`config.mk`:
```
export PLATFORM = sky130hd
export DESIGN_NAME = receiver_control_unit
export DESIGN_NICKNAME = d
export VERILOG_FILES = /design/src/rtl/receiver_control_unit.sv
export SDC_FILE = /design/constraint.sdc
export NUM_CORES = 1
export LEC_CHECK = 0
export CAP_MARGIN = 0
export CORE_AREA = 2 2 39 41
export CTS_CLUSTER_DIAMETER = 100
export CTS_CLUSTER_SIZE = 12
export DETAILED_ROUTE_END_ITERATION = 8
export DIE_AREA = 0 0 41 43
export REMOVE_ABC_BUFFERS = 1
export SYNTH_ARGS = -nofsm -noshare
export SYNTH_HDL_FRONTEND = slang
export SYNTH_SLANG_ARGS = --single-unit
```
`constraint.sdc`:
```
create_clock -name i_clock -period 1 [get_ports i_clock]
set_input_delay 0.15 -clock i_clock [delete_from_list [all_inputs] [get_ports i_clock]]
set_output_delay 0.15 -clock i_clock [all_outputs]
set_load 0.005 [all_outputs]
```
`src/rtl/receiver_control_unit.sv`:
```
// UART receive sequencer: synchronises RX, tracks START/DATA/STOP/BREAK and
// reports completed bytes, framing errors and line breaks to the datapath side.
module receiver_control_unit #(
  parameter int SYNC_STAGES = 2
) (
  input  logic i_clock,
  input  logic i_resetL,
  input  logic i_RX,
  input  logic i_equal,
  input  logic i_equal_MSB,
  output logic o_RX_sync,
  output logic o_state_is_START,
  output logic o_state_is_DATA,
  output logic o_state_is_STOP,
  output logic o_data_valid,
  output logic o_framing_error,
  output logic o_break,
  output logic o_busy
);

  typedef enum logic [2:0] {
    ST_IDLE  = 3'd0,
    ST_START = 3'd1,
    ST_DATA  = 3'd2,
    ST_STOP  = 3'd3,
    ST_BREAK = 3'd4
  } state_t;

  state_t                 state_q, state_d;
  logic [SYNC_STAGES-1:0] sync_q, sync_d;
  logic                   data_valid_q, data_valid_d;
  logic                   framing_error_q, framing_error_d;

  // Synchroniser resets to all ones so an idle-high line never looks like a start bit.
  always_comb begin
    sync_d = {sync_q[SYNC_STAGES-2:0], i_RX};
  end

  always_ff @(posedge i_clock or negedge i_resetL) begin
    if (!i_resetL) begin
      sync_q          <= '1;
      state_q         <= ST_IDLE;
      data_valid_q    <= 1'b0;
      framing_error_q <= 1'b0;
    end else begin
      sync_q          <= sync_d;
      state_q         <= state_d;
      data_valid_q    <= data_valid_d;
      framing_error_q <= framing_error_d;
    end
  end

  assign o_RX_sync = sync_q[SYNC_STAGES-1];

  always_comb begin
    state_d         = state_q;
    data_valid_d    = 1'b0;
    framing_error_d = 1'b0;
    case (state_q)
      ST_IDLE: begin
        if (!o_RX_sync) state_d = ST_START;
      end
      ST_START: begin
        // A start bit that is high again at its sample point was a glitch.
        if (i_equal) state_d = o_RX_sync ? ST_IDLE : ST_DATA;
      end
      ST_DATA: begin
        if (i_equal && i_equal_MSB) state_d = ST_STOP;
      end
      ST_STOP: begin
        if (i_equal) begin
          if (o_RX_sync) begin
            state_d      = ST_IDLE;
            data_valid_d = 1'b1;
          end else begin
            state_d         = ST_BREAK;
            framing_error_d = 1'b1;
          end
        end
      end
      ST_BREAK: begin
        if (o_RX_sync) state_d = ST_IDLE;
      end
      default: state_d = ST_IDLE;
    endcase
  end

  assign o_state_is_START = (state_q == ST_START);
  assign o_state_is_DATA  = (state_q == ST_DATA);
  assign o_state_is_STOP  = (state_q == ST_STOP);
  assign o_break          = (state_q == ST_BREAK);
  assign o_busy           = (state_q != ST_IDLE);
  assign o_data_valid     = data_valid_q;
  assign o_framing_error  = framing_error_q;

endmodule

```
==> After elaboration in Yosys (flattened, before gate mapping) <==
Index checks and enable logic that the tools add are counted.
W data, S select, Z words.
{ "op_classes": {"add_sub_neg": 0, "mul": 0, "div_mod_pow": 0, "order_cmp": 0, "n_eq_ne": 9, "shifts": 0, "muxes": 14, "n_bitwise": 0, "n_reduce_logical": 4} }
{ "op_table": {"columns": ["operator", "n"], "rows": [
  ["$mux W3", 6],
  ["$pmux W3 S5", 1],
  ["$eq A3 B2 Y1 const B", 2],
  ["$mux W1", 6],
  ["$ne A2 B2 Y1 const B", 3],
  ["$reduce_and A5 Y1", 1],
  ["$ne A2 B1 Y1 const B", 2],
  ["$eq A3 B1 Y1 const B", 1],
  ["$eq A3 B3 Y1 const B", 1],
  ["$logic_not A3 Y1", 1],
  ["$reduce_bool A3 Y1", 1],
  ["$mux W2", 1],
  ["$logic_and A1 B1 Y1", 1]
]} }
{ "totals": {"ff_bits": 7, "latch_bits": 0, "mem_bits_rw": 0, "rom_bits": 0, "output_inout_bits": 8, "n_memories": 0} }

==> Depth between registers and ports, before layout <==
{ "depth": {"word_depth": 3, "mapped_depth": 3, "depth_no_buf": 2} }

==> Worst setup path before layout <==
OpenSTA, ideal clock, no wires.
{ "synth_path": {"kind": "flip-flop to output port", "start": "register state_q[0]", "end": "output o_busy", "t_arrival_ns": 0.936, "required_ns": 0.850, "slack_ns": -0.086, "stages_incl_launch_ff": 3, "cell_sequence": "dfrtp_1 -> buf_4 -> or3_2"} }
{ "synth_between": {"elab_chain_len": 1} }
{ "synth_rtl": {"columns": ["element", "line_no", "source"], "rows": [
  ["from (decl)", "29", "state_t state_q, state_d;"],
  ["from (signal assigned)", "47", "state_q <= state_d;"],
  ["$reduce_bool A3 Y1", "92", "assign o_busy = (state_q != ST_IDLE);"],
  ["to (decl)", "18", "output logic o_busy"]
]} }
Every way passes these cells.

==> Final worst setup path <==
{ "layout_path": {"start": "register state_q[2]", "end": "output o_break"} }
{ "layout_between": {"elab_chain_len": 1} }
{ "layout_rtl": {"columns": ["element", "line_no", "source"], "rows": [
  ["$eq A3 B3 Y1", "91", "assign o_break = (state_q == ST_BREAK);"],
  ["to (decl)", "17", "output logic o_break,"]
]} }
Every way passes these cells.

==> reports/results.tsv <==
stage	metric	value	unit
sta	endpoints failing hold	0	
sta	Final Critical Period	1391	ps
cells_and_area	area grow syn2layout	100.0	%
placed_design	HPWL Detailed	456	um
placed_design	RD Place Congestion	0.6802	
synthesis	Synth area leaders	dfrtp_1, dfstp_2, nor3b_1	
run_status	failing checks	negative setup slack	
synthesis	Syn Area/Cell	11.89	sq um
worst_setup_path	nature of the critical path endpoint	output port	
pwr	Lkg Pwr	0.2957	nW
clocking	H-tree depth	1	
sta	Rel. slew slack	78.35	%
pwr	Tot Pwr	1.361	mW
worst_setup_path	CP max FO	3	
cells_and_area	multi-input logic area	151.4	sq um
sta	part of the cycle the worst path needs	139.1	%
floorplanning	die outline height	43	um
sta	RSZ-0062 raised after global routing	yes	
synthesis	flops & latches, synth	7	
min_path	worst hold path type	primary input to async pin	
floorplanning	core area	1384	sq um
grt	Overall Global Routing Usage	12.58	%
cells_and_area	Nets	60	
synthesis	sequential fraction of the synthesis area	57.49	%
floorplanning	Ports	13	
sta	Setup WS post-layout	-390.5	ps
sta	Worst Tran Pin Value	323.7	ps
cells_and_area	layout cells sized above 1	66.67	%
grt	largest net degree at the start of global routing	9	
worst_setup_path	CP Data Arrival Time	1240	ps
clocking	clk sinks	7	
routing	Remaining DRCs	0	
pwr	pwr dens	2201	nW/um^2
routing	post-DR wirelength/cell	12.51	um
clocking	total CTS buffers	3	
sta	Slew Viols, Final	0	
routing	Iter 0 DRT Violations	0	
grt	grt ovf	0	
clocking	clock-pin slew on the worst setup and hold paths	50	ps
cells_and_area	most common cell after layout, fill and taps aside	buf_6	
routing	Via-to-Cell Ratio	4.343	
synthesis	synth unique cells	16	
sta	clock skew	4.459	ps
job	max cap viols	0	
sta	Peak Freq	719.2	MHz
floorplanning	starting utilization of the core area	22.33	%
run_status	status	finished, violations left	
synthesis	area leader, netlist	dfrtp_1	
placed_design	IO buf count	12	
pwr	Max VDD drop	0.7031	mV
clocking	CTS tree	done	
grt	first-pass GRT wire length	1400	um
clocking	CTS max path bufs	2	
worst_setup_path	crit path kind	register to output port	
sta	Final setup viols	11	
synthesis	Cell Area, Synth	309.0	sq um
grt	vias in the first global route	321	
clocking	CTS root buf	clkbuf_4	
routing	drt pass-1 iters	1	
synthesis	Mapped Cells	26	
worst_setup_path	Required @ worst endpoint	850	ps
cells_and_area	sequential cell area	177.7	sq um
clocking	clk_lat worst skew	250	ps
routing	via count	304	
routing	remaining antenna violation count	0	
worst_setup_path	crit path launch type	register	
cells_and_area	commonest cells after routing, fill and taps aside	buf_6, dfrtp_1, clkdlybuf4s50_1, buf_4	
floorplanning	die width	41	um
routing	final WL	876	um
clocking	cts hold-fix bufs	0	
placed_design	worst slack, placed	-480.1	ps
cells_and_area	fill count	157	
synthesis	Synth top area share	40.49	%
floorplanning	site row count	14	
floorplanning	Die Area	1763	sq um
grt	initial antenna violation count	0	
cells_and_area	# diodes	0	
synthesis	Ys Warns	0	
critical path, cell delays in order (launching register included):
cell	delay, ps
dfrtp_1	370
buf_6	110
or3b_4	370
inv_2	60
buf_6	80
where the power goes:
part	internal, mW	switching (mW)
clock network	0.152	0.102
registers	0.342	0.0550
logic	0.467	0.242
final cells by class:
| type | count | area share (%) |
|---|---|---|
| sequential | 7 | 28.74 |
| inverter | 2 | 1.215 |
| tap | 16 | 3.239 |
| clock buffer | 4 | 4.251 |
| multi-input combinational | 16 | 24.49 |
| timing repair buffer | 25 | 38.06 |
per-stage QoR:
stage	hold WS, ps	std cells	setup TNS [ps]	util (%)	instance area, sq um
5_1_grt	181.8	70	-3261	44.67	618.1
4_1_cts	154.6	67	-2047	38.88	538.0
6_report	160.6	70	-2643	44.67	618.1
2_1_floorplan	-145.6	25	-102.5	-	301.5
3_3_place_gp	347.5	60	-2826	35.71	494.2
3_5_place_dp	349.1	60	-2881	35.71	494.2
cells in the mapped netlist (all sizes together):
cell,n
or3b,1
nand4b,1
or3,1
buf,1
nand4bb,1
nor3b,2
a21oi,3
o31a,1
inv,2
and3b,1
a21bo,1
nor2,3
and3,1
dfrtp,5
dfstp,2
cell families (layout without fill, tap and decap cells):
family | after synthesis | in the layout | share of synthesized area (%)
compound gates | 5 | 5 | 12.15
buf+inv | 3 | 31 | 4.860
simple gates | 11 | 11 | 25.51
flops | 7 | 7 | 57.49
sequential cells by signal, summed over array words and instances (netlist names):
name	flops
o_data_valid	1
o_framing_error	1
state_q	3
sync_q	2
per-layer routing:
| layer | part of all wire [%] | track usage (%) | vias to the layer above | routed length [um] |
|---|---|---|---|---|
| li1 | - | - | 149 | - |
| met1 | 38 | 14.62 | 143 | 332 |
| met2 | 55 | 18.13 | 12 | 481 |
| met3 | 7.1 | 3.665 | 0 | 62 |
| met4 | 0 | 10.00 | 0 | 0 |
| met5 | 0 | 0 | - | 0 |
what timing repair did:
action                                  4_1_cts  5_1_grt
endpoints found under the setup margin       11       12
buffers inserted                              6        5
pin swaps                                     4        6
resized for setup                            33       17
worst paths after layout:
| check | startpoint | end | slack, ps | cells past startpoint |
|---|---|---|---|---|
| max in group asynchronous | i_resetL | sync_q[1] | 550 | 1 |
| worst min-delay path | i_resetL | o_framing_error | 160 | 1 |
| worst max register to register | state_q[2] | o_data_valid | -210 | 5 |
| min in group i_clock | i_RX | sync_q[0] | 310 | 1 |
| worst max-delay path | state_q[2] | o_break | -390 | 4 |
| worst min register to register | sync_q[0] | sync_q[1] | 350 | 0 |
No activity file was read; power rests on OpenSTA's default activity.
